### config.mk
export PLATFORM = sky130hd
export DESIGN_NAME = clk_div_multi
export DESIGN_NICKNAME = d
export VERILOG_FILES = /design/src/rtl/clk_div_multi.sv
export SDC_FILE = /design/constraint.sdc
export NUM_CORES = 1
export LEC_CHECK = 0
export BUFFER_PORTS_ARGS = -buffer_cell sky130_fd_sc_hd__buf_2
export CAP_MARGIN = 10
export CORE_ASPECT_RATIO = 0.75
export CORE_MARGIN = 1.5
export CORE_UTILIZATION = 30
export DETAILED_ROUTE_END_ITERATION = 8
export GPL_ROUTABILITY_DRIVEN = 0
export RECOVER_POWER = 25
export SKIP_CTS_REPAIR_TIMING = 1
export SLEW_MARGIN = 40
export SYNTH_ARGS = -nofsm -noshare
export SYNTH_HDL_FRONTEND = slang
export SYNTH_SLANG_ARGS = --single-unit
### constraint.sdc
create_clock -name clk -period 13.95 [get_ports clk]
set_clock_uncertainty 0.05 [all_clocks]
set_input_delay 1.395 -clock clk [delete_from_list [all_inputs] [get_ports clk]]
set_output_delay 1.395 -clock clk [all_outputs]
set_load 0.02 [all_outputs]
### src/rtl/clk_div_multi.sv
// Multi-channel clock divider and tick generator.
// Double-buffered period/high-time config applied only at period boundaries.
module clk_div_multi #(
  parameter int NUM_CH  = 3,
  parameter int CNT_W   = 27,
  parameter int CH_W    = 2,
  parameter int DEF_DIV = 100000000,
  parameter int DEF_HI  = 50000000
) (
  input  logic              clk,
  input  logic              rst,
  input  logic [NUM_CH-1:0] en,
  input  logic              sync_all,
  input  logic              cfg_we,
  input  logic [CH_W-1:0]   cfg_ch,
  input  logic [CNT_W-1:0]  cfg_div,
  input  logic [CNT_W-1:0]  cfg_hi,
  output logic [NUM_CH-1:0] clk_out,
  output logic [NUM_CH-1:0] tick,
  output logic [NUM_CH-1:0] cfg_pend
);

  typedef logic [CNT_W-1:0] cnt_t;

  localparam cnt_t DIV0 = CNT_W'(DEF_DIV);
  localparam cnt_t HI0  = CNT_W'(DEF_HI);
  localparam cnt_t ONE  = CNT_W'(1);
  localparam cnt_t TWO  = CNT_W'(2);

  cnt_t cnt_q   [NUM_CH];
  cnt_t cnt_d   [NUM_CH];
  cnt_t div_a_q [NUM_CH];
  cnt_t div_a_d [NUM_CH];
  cnt_t hi_a_q  [NUM_CH];
  cnt_t hi_a_d  [NUM_CH];
  cnt_t div_s_q [NUM_CH];
  cnt_t div_s_d [NUM_CH];
  cnt_t hi_s_q  [NUM_CH];
  cnt_t hi_s_d  [NUM_CH];
  cnt_t lim     [NUM_CH];

  logic [NUM_CH-1:0] run_q, run_d;
  logic [NUM_CH-1:0] pend_q, pend_d;
  logic [NUM_CH-1:0] clk_out_q, clk_out_d;
  logic [NUM_CH-1:0] tick_q, tick_d;
  logic [NUM_CH-1:0] wr, take, start;

  // Last count of the period; div values 0 and 1 behave as 2.
  always_comb begin
    for (int i = 0; i < NUM_CH; i++) begin
      lim[i] = (div_a_q[i] < TWO) ? ONE
                                  : div_a_q[i] - ONE;
      wr[i]  = cfg_we && (cfg_ch == CH_W'(i));
    end
  end

  always_comb begin
    run_d     = run_q;
    pend_d    = pend_q;
    clk_out_d = clk_out_q;
    tick_d    = tick_q;
    take      = '0;
    start     = '0;
    for (int i = 0; i < NUM_CH; i++) begin
      cnt_d[i]   = cnt_q[i];
      div_a_d[i] = div_a_q[i];
      hi_a_d[i]  = hi_a_q[i];
      div_s_d[i] = div_s_q[i];
      hi_s_d[i]  = hi_s_q[i];

      if (!run_q[i]) begin
        cnt_d[i]     = '0;
        clk_out_d[i] = 1'b0;
        tick_d[i]    = 1'b0;
        take[i]      = pend_q[i];
        if (en[i]) begin
          run_d[i]  = 1'b1;
          tick_d[i] = 1'b1;
          start[i]  = 1'b1;
        end
      end else if (!en[i]) begin
        run_d[i]     = 1'b0;
        cnt_d[i]     = '0;
        clk_out_d[i] = 1'b0;
        tick_d[i]    = 1'b0;
      end else if (sync_all || cnt_q[i] == lim[i]) begin
        cnt_d[i]  = '0;
        tick_d[i] = 1'b1;
        take[i]   = pend_q[i];
        start[i]  = 1'b1;
      end else begin
        cnt_d[i]     = cnt_q[i] + ONE;
        tick_d[i]    = 1'b0;
        clk_out_d[i] = (cnt_q[i] + ONE) < hi_a_q[i];
      end

      if (take[i]) begin
        div_a_d[i] = div_s_q[i];
        hi_a_d[i]  = hi_s_q[i];
        pend_d[i]  = 1'b0;
      end

      // The tick cycle already uses the freshly applied high time.
      if (start[i]) begin
        clk_out_d[i] = (hi_a_d[i] != '0);
      end

      if (wr[i]) begin
        div_s_d[i] = cfg_div;
        hi_s_d[i]  = cfg_hi;
        pend_d[i]  = 1'b1;
      end
    end
  end

  always_ff @(posedge clk or posedge rst) begin
    if (rst) begin
      run_q     <= '0;
      pend_q    <= '0;
      clk_out_q <= '0;
      tick_q    <= '0;
      for (int i = 0; i < NUM_CH; i++) begin
        cnt_q[i]   <= '0;
        div_a_q[i] <= DIV0;
        hi_a_q[i]  <= HI0;
        div_s_q[i] <= DIV0;
        hi_s_q[i]  <= HI0;
      end
    end else begin
      run_q     <= run_d;
      pend_q    <= pend_d;
      clk_out_q <= clk_out_d;
      tick_q    <= tick_d;
      for (int i = 0; i < NUM_CH; i++) begin
        cnt_q[i]   <= cnt_d[i];
        div_a_q[i] <= div_a_d[i];
        hi_a_q[i]  <= hi_a_d[i];
        div_s_q[i] <= div_s_d[i];
        hi_s_q[i]  <= hi_s_d[i];
      end
    end
  end

  assign clk_out  = clk_out_q;
  assign tick     = tick_q;
  assign cfg_pend = pend_q;

endmodule

==> metrics.md, run 1 <==
| Metric | Value |
|---|---|
| Outcome | `finished with violations` |
| Failing checks | `capacitance limit, slew limit` |
| Port bufs | `71` |
| Synth area leaders | `dfrtp_1, dfstp_2, mux2_2, ha_1, mux2_4` |
| Area leader, netlist | `dfrtp_1` |
| Max-slew violations | `238` |
| Register bit total from synthesis | `417` |
| Vias in the first global route | `16690` |
| Slew margin rel. | `-2.426` |
| Die X | `323.2 microns` |
| Synth async-reset ratio | `1.000` |
| Synth warn | `0` |
| Drt via density | `5.306` |
| Gr usage total | `0.1676` |
| CP required | `14.52 ns` |
| Post-synthesis cell count | `2151` |
| Clock Tree Buf Depth | `3` |
| Mean area per synthesized cell | `10.73 sq um` |
| Layout cell share with drive strength beyond 1 | `0.2683` |
| First-pass GRT wire length | `101.8 mm` |
| Post-synth EDFFs | `0` |
| Sequential cell area fraction in the yosys report | `0.4601` |
| Post-Route WL | `66.29 mm` |
| Critical Path Source Type | `input pin` |
| Max Cap Viol | `3` |
| Top FF cell, synth | `dfrtp_1` |
| Clk pwr share | `0.288` |
| Dpl cells | `3165` |
| Worst-Margin Slew | `5.110 ns` |
| TritonCTS clock tree | `yes` |
| Largest net degree at the start of global routing | `117` |
| DP HPWL | `49.65 mm` |
| Period minus WS final | `7.639 ns` |
| Arr. time, crit path | `8.21 ns` |
| Max IR drop VDD | `92.50 uV` |
| Synth cell count leaders | `dfrtp_1, mux2_2, dfstp_2` |
| Core region area | `0.07565 sq mm` |
| Switching Share | `0.3316` |
| WL per Instance | `20.43 microns` |
| Clock Sinks | `417` |
| Period utilisation layout | `0.5476` |
| Antenna violations before repair | `6` |
| Initial Util | `0.3049` |
| Tot Pwr | `4.211 mW` |
| Int Pwr | `2.814 mW` |
| Setup TNS | `0 ns` |
| TritonRoute pass-1 iters | `8` |
| Leakage | `10.75 nW` |
| Fmax achieved | `0.1309 GHz` |
| Logic pwr share | `0.251` |
| Cell Count, Final, Fillers Out | `3244` |
| DRT iter0 DRCs | `1622` |
| Ports | `72` |
| Type of the worst min-delay path | `reg2reg` |
| Total congestion overflow | `0` |
| Clock-pin slew on the worst setup and hold paths | `0.07 ns` |
| Count of cell types in the netlist | `82` |
| Core Util, Final | `0.3434` |
| Nets@finish | `2334` |
| Post-synth top area share | `0.2961` |
| Psw | `1.396 mW` |
| Hold Fails Final Rpt | `0` |
| Clock Latency Late Sink | `0.57 ns` |
| Root buf cell | `clkbuf_16` |
| Flop pwr share | `0.461` |
| CP Max Fanout | `116` |
| Die H | `243.2 microns` |
| Fillers | `7552` |
| Via Count | `17210` |
| Die area | `0.07859 sq mm` |
| Setup-failing EPs final | `0` |
| Post-Syn Area | `0.02307 sq mm` |
| DRC | `0` |
| Most numerous cell in the Yosys netlist | `dfrtp_1` |
| Post-DRT Antenna Nets | `0` |
| Row Count | `87` |
| # diodes | `0` |
| Area delta synth->final | `12.61%` |
| CP Class | `in2async` |
| # H-tree levels | `2` |
| Num CTS Buffers | `42` |
| Syn Nets | `2298` |
| RSZ-0062 raised after global routing | `no` |
| Pwr dens | `162.1 mW/mm^2` |
| Crit. End Element | `asynchronous set/reset pin` |
## metal layers
| metal | GRT usage | up-vias | part of all wire |
|---|---|---|---|
| met1 | 0.2625 | 8631 | 0.50 |
| li1 | - | 7818 | - |
| met2 | 0.2282 | 675 | 0.40 |
| met3 | 0.03997 | 89 | 0.085 |
| met5 | 0 | - | 0 |
| met4 | 0.03507 | 0 | 0.018 |
## path summary, 6_finish.rpt
| kind | startpoint | to | slack (ns) | cells past startpoint |
|---|---|---|---|---|
| min | hi_s_q[40]$_DFFE_PP1P_ | hi_a_q[40]$_DFF_PP1_ | 0.45 | 2 |
| min in group asynchronous | rst | div_a_q[46]$_DFFE_PP0N_ | 2.37 | 2 |
| max reg2reg | div_a_q[3]$_DFFE_PP0N_ | div_a_q[11]$_DFFE_PP0N_ | 8.50 | 11 |
| max | rst | div_a_q[57]$_DFFE_PP0N_ | 6.31 | 5 |
| max in group clk | div_a_q[3]$_DFFE_PP0N_ | div_a_q[11]$_DFFE_PP0N_ | 8.50 | 11 |
| min reg2reg | hi_s_q[40]$_DFFE_PP1P_ | hi_a_q[40]$_DFF_PP1_ | 0.45 | 2 |
## cell families after synthesis
family	after synthesis	synth area share
XOR/XNOR	142	0.05635
flip-flops	417	0.4601
buffers and inverters	214	0.03737
AO/OA/AOI/OAI	312	0.08976
multiplexers	276	0.1424
adder cells (fa/ha/maj)	85	0.04599
AND/OR/NAND/NOR	705	0.1680
## final cells by class
| cell class | instances | area, sq um | share of cell area |
|---|---|---|---|
| clock inverters | 21 | 272.8 | 0.01050 |
| inverters | 119 | 447.9 | 0.01724 |
| flip-flops and latches | 417 | 10620 | 0.4086 |
| multi-input cells | 1520 | 11630 | 0.4479 |
| well taps | 1023 | 1280 | 0.04927 |
| clock buffers | 57 | 1209 | 0.04653 |
| repair buffers | 87 | 519.2 | 0.01999 |
## worst max-delay path: stages
cell and delay [ns]:
clkbuf_1 0.10, clkinvlp_2 2.79, clkbuf_1 2.65, buf_16 0.40, buf_6 0.61
## cell usage in the layout (no fill, tap or decap), drive strengths merged, types with 18 or more instances in the layout
cell	instances
dfrtp	273
mux2	268
dfstp	144
nand2	128
inv	122
o21ai	108
nor2b	93
nor2	90
ha	84
xnor2	83
buf	79
nor4	76
nand3	74
clkbuf	65
nor3	59
xor2	55
a21oi	39
nand4	39
or4	30
a21o	26
or3	23
and3	20
o21a	18
## flip-flops by register name (all words and copies together) (netlist names)
name / cells
tick: 3
hi_a_q: 81
run_q: 3
hi_s_q: 81
div_a_q: 81
cnt_q: 81
cfg_pend: 3
clk_out: 3
div_s_q: 81
## power groups by stage
stage / Combinational, mW / Sequential, mW / Clock (mW)
after floorplan: 0.852 / 1.77 / 0
after global placement: 0.998 / 1.93 / 0
after detailed placement: 1.03 / 1.94 / 0
after CTS: 1.05 / 1.93 / 1.24
after global routing: 1.16 / 1.98 / 1.29
final: 1.06 / 1.94 / 1.21
## stage by stage
step           setup WS (ns)  cell area [sq um]  hold slack (ns)
6_report               6.311              25980           0.4462
5_1_grt                4.891              25980           0.4752
4_1_cts                8.597              25980           0.4439
3_5_place_dp           8.597              24490           0.4334
3_3_place_gp           8.115              24420           0.4304
2_1_floorplan          1.137              23070           0.3944
No activity file was read; power rests on OpenSTA's default activity.
==> run 2, diff against run 1 <==
--- a/config.mk
+++ b/config.mk
@@ -5,6 +5,7 @@
 export SDC_FILE = /design/constraint.sdc
 export NUM_CORES = 1
 export LEC_CHECK = 0
+export ABC_AREA = 1
 export BUFFER_PORTS_ARGS = -buffer_cell sky130_fd_sc_hd__buf_2
 export CAP_MARGIN = 10
 export CORE_ASPECT_RATIO = 0.75
==> constraint.sdc (replaced) <==
create_clock -name clk -period 7.01 [get_ports clk]
set_clock_uncertainty 0.05 [all_clocks]
set_input_delay 0.701 -clock clk [delete_from_list [all_inputs] [get_ports clk]]
set_output_delay 0.701 -clock clk [all_outputs]
set_load 0.02 [all_outputs]
==> run 2 against run 1 <==
  * The run still ends with capacitance limit, slew limit left
  * Die area rose by 1.9%
  * Sequential share of layout area fell by 0.56 points
  * Worst hold slack got worse by 0.22 ns
  * Global-route usage barely moved
  * Via count rose by 16%
  * Largest power group unchanged
==> metrics.md, run 2 <==
| Metric | Value |
|---|---|
| Outcome | `finished with violations` |
| Failing checks | `capacitance limit, slew limit` |
| Top FF cell, synth | `dfrtp_1` |
| Most common cell after layout, fill and taps aside | `nand2_1` |
| Most numerous cell in the Yosys netlist | `nand2_1` |
| Most frequent cells in the layout | `nand2_1, inv_1, nor2_1` |
| Type of the worst min-delay path | `in2async` |
| Via Count | `19920 (+16%)` |
| DP HPWL | `51.50 mm (+3.7%)` |
| Port bufs | `71 (unchanged)` |
| Row Count | `88 (+1.1%)` |
| Die X | `326.3 microns (+0.96%)` |
| Slew margin rel. | `-1.164 (+1.262)` |
| Worst-Margin Slew | `3.245 ns (-1.865 ns)` |
| Arr. time, crit path | `4.96 ns (-3.25 ns)` |
| Vias in the first global route | `18420 (+10%)` |
| DRC | `0 (unchanged)` |
| Setup TNS | `0 ns (unchanged)` |
| Max IR drop VDD | `168.7 uV (+82%)` |
| Ordered list of cells on the worst path | `inv_1 > ha_1 > nand3_2 > nor2_1 > nand2_1 > o21ai_0 > nand3_1 > nor2_1 > nor2_1 > nand2_1 > nor2_1 > nand4_1 > nand2_2 > nand3_4 > clkinv_1 > buf_4 > nand2_1 > o21ai_0` |
| Setup-failing EPs final | `0 (unchanged)` |
| Largest net degree at the start of global routing | `150 (+28%)` |
| First-pass GRT wire length | `105.8 mm (+3.9%)` |
| Synth cell count leaders | `nand2_1, inv_1, nor2_1` |
| Die area | `0.08011 sq mm (+1.9%)` |
| Clock Latency Late Sink | `0.60 ns (+0.03 ns)` |
| Max-slew violations | `312 (+31%)` |
| Register bit total from synthesis | `417 (unchanged)` |
| # H-tree levels | `2 (unchanged)` |
| Root buf cell | `clkbuf_16` |
| Drt via density | `4.679 (-12%)` |
| Count of cell types in the netlist | `50 (-39%)` |
| Clock Sinks | `417 (unchanged)` |
| Sequential cell area fraction in the yosys report | `0.4513 (-0.008812)` |
| Post-synth top area share | `0.2905 (-0.005671)` |
| # diodes | `0 (unchanged)` |
| Int Pwr | `5.348 mW (+90%)` |
| Num CTS Buffers | `43 (+2.4%)` |
| Post-synth EDFFs | `0 (unchanged)` |
| Post-Route WL | `67.11 mm (+1.2%)` |
| Mean area per synthesized cell | `7.445 sq um (-31%)` |
| Die H | `245.5 microns (+0.96%)` |
| Clock Tree Buf Depth | `3 (unchanged)` |
| Crit-path max cell delay | `0.69 ns (-2.10 ns)` |
| Crit path top cell by count | `nor2_1` |
| Synth warn | `0 (unchanged)` |
| Antenna violations before repair | `5 (-1)` |
| Period minus WS final | `4.557 ns` |
| Syn Nets | `3306 (+44%)` |
| CP Max Fanout | `37 (-68%)` |
| Max Cap Viol | `5 (+2)` |
| Crit path from | `div_a_q[27]$_DFFE_PP0N_` |
| Reg-to-reg critical path startpoint | `div_a_q[27]$_DFFE_PP0N_` |
| Hold WS | `0.2238 ns (-0.2224 ns)` |
| Synth area leaders | `dfrtp_1, dfstp_2, nand2_1, inv_1, o21ai_0` |
| RSZ-0062 raised after global routing | `no` |
| DRT iter0 DRCs | `1678 (+3.5%)` |
| Logic pwr share | `0.306 (+0.055)` |
| Layout cell share with drive strength beyond 1 | `0.1108 (-0.1576)` |
| Leakage | `13.06 nW (+22%)` |
| Period utilisation layout | `0.6500` |
| Reg-to-reg slack, setup | `2.45 ns (-6.05 ns)` |
| TritonCTS clock tree | `yes` |
| Nets@finish | `3336 (+43%)` |
| Ports | `72 (unchanged)` |
| Crit. End Element | `flop` |
| CP Class | `reg2reg` |
| Tot Pwr | `8.607 mW (+100%)` |
| Area delta synth->final | `12.01%` |
| Fmax achieved | `0.2195 GHz` |
| Clk pwr share | `0.284 (-0.004)` |
| Pwr dens | `326.7 mW/mm^2 (+100%)` |
| Core region area | `0.07729 sq mm (+2.2%)` |
| Initial Util | `0.3043 (-0.0006438)` |
| Flop pwr share | `0.410 (-0.051)` |
| Psw | `3.258 mW (+130%)` |
| Clock-pin slew on the worst setup and hold paths | `0.06 ns (about the same)` |
| Total congestion overflow | `0 (unchanged)` |
| Hold Fails Final Rpt | `0 (unchanged)` |
| Post-DRT Antenna Nets | `0 (unchanged)` |
| Synth async-reset ratio | `1.000 (unchanged)` |
| Slowest CP cell | `clkinv_1` |
| TritonRoute pass-1 iters | `6 (-2)` |
| WL per Instance | `15.76 microns (-23%)` |
| Post-Syn Area | `0.02352 sq mm (+2.0%)` |
| Critical Path Source Type | `flop` |
| Switching Share | `0.3786 (+0.04694)` |
| CP required | `7.41 ns (-7.11 ns)` |
| Post-synthesis cell count | `3159 (+47%)` |
| Gr usage total | `0.1675 (about the same)` |
| Area leader, netlist | `dfrtp_1` |
[run 2: worst paths after layout]
kind	end	cells after the start
min reg2reg	div_a_q[8]$_DFFE_PP1N_	2
max	div_a_q[52]$_DFFE_PP0N_	18
min in group clk	run_q[2]$_DFF_PP0_	1
min	cnt_q[58]$_DFF_PP0_	2
max reg2reg	div_a_q[52]$_DFFE_PP0N_	18
max in group asynchronous	cfg_pend[2]$_DFFE_PP0P_	3
[run 2: cell type report]
| type | instances | area, sq um |
|---|---|---|
| clock buffers | 60 | 1250 |
| clock inverters | 19 | 247.7 |
| fillers | 8347 | 50950 |
| inverters | 540 | 2029 |
| multi-input cells | 2102 | 10420 |
| flip-flops and latches | 417 | 10620 |
| well taps | 1035 | 1295 |
| repair buffers | 85 | 488.0 |
[run 2: critical path, delay by kind of cell, from the launching register on]
| kind | cells | cell delay [ns] |
|---|---|---|
| simple gates | 12 | 2.26 |
| buf+inv | 3 | 1.22 |
| flops | 1 | 0.38 |
| compound gates | 2 | 0.27 |
| fa+ha+maj | 1 | 0.22 |
[run 2: stage by stage]
stage                 util  instances  setup WS [ns]  cell area [sq um]
floorplan                -       3159         0.7530              23520
global placement    0.3209       4175          2.436              24800
detailed placement  0.3216       4177          2.278              24860
CTS                 0.3410       4256          2.263              26360
global route        0.3408       4258          1.870              26340
finish              0.3408       4258          2.453              26340
[run 2: kinds of logic (layout without fill, tap and decap cells)]
logic type | Yosys count | after routing | share of synthesized area
AND/OR/NAND/NOR | 1584 | 1584 | 0.2885
buffers and inverters | 640 | 704 | 0.1075
flip-flops | 417 | 417 | 0.4513
AO/OA/AOI/OAI | 358 | 358 | 0.07964
adder cells (fa/ha/maj) | 84 | 84 | 0.04469
XOR/XNOR | 76 | 76 | 0.02830
[run 2: routing by layer]
layer | global-route usage | wire length [microns] | up-vias
met5 | 0 | 7 | -
li1 | - | - | 10020
met3 | 0.04316 | 5690 | 77
met2 | 0.2282 | 26220 | 559
met4 | 0.03459 | 1044 | 2
met1 | 0.2601 | 34150 | 9270
[run 2: power by group through the flow]
| stage | clock (mW) | sequential (mW) | combinational, mW |
|---|---|---|---|
| finish | 2.44 | 3.53 | 2.64 |
| global route | 2.60 | 3.59 | 3.05 |
| CTS | 2.50 | 3.52 | 2.62 |
| detailed placement | 0 | 3.55 | 2.60 |
| global placement | 0 | 3.55 | 2.57 |
| floorplan | 0 | 3.38 | 2.01 |
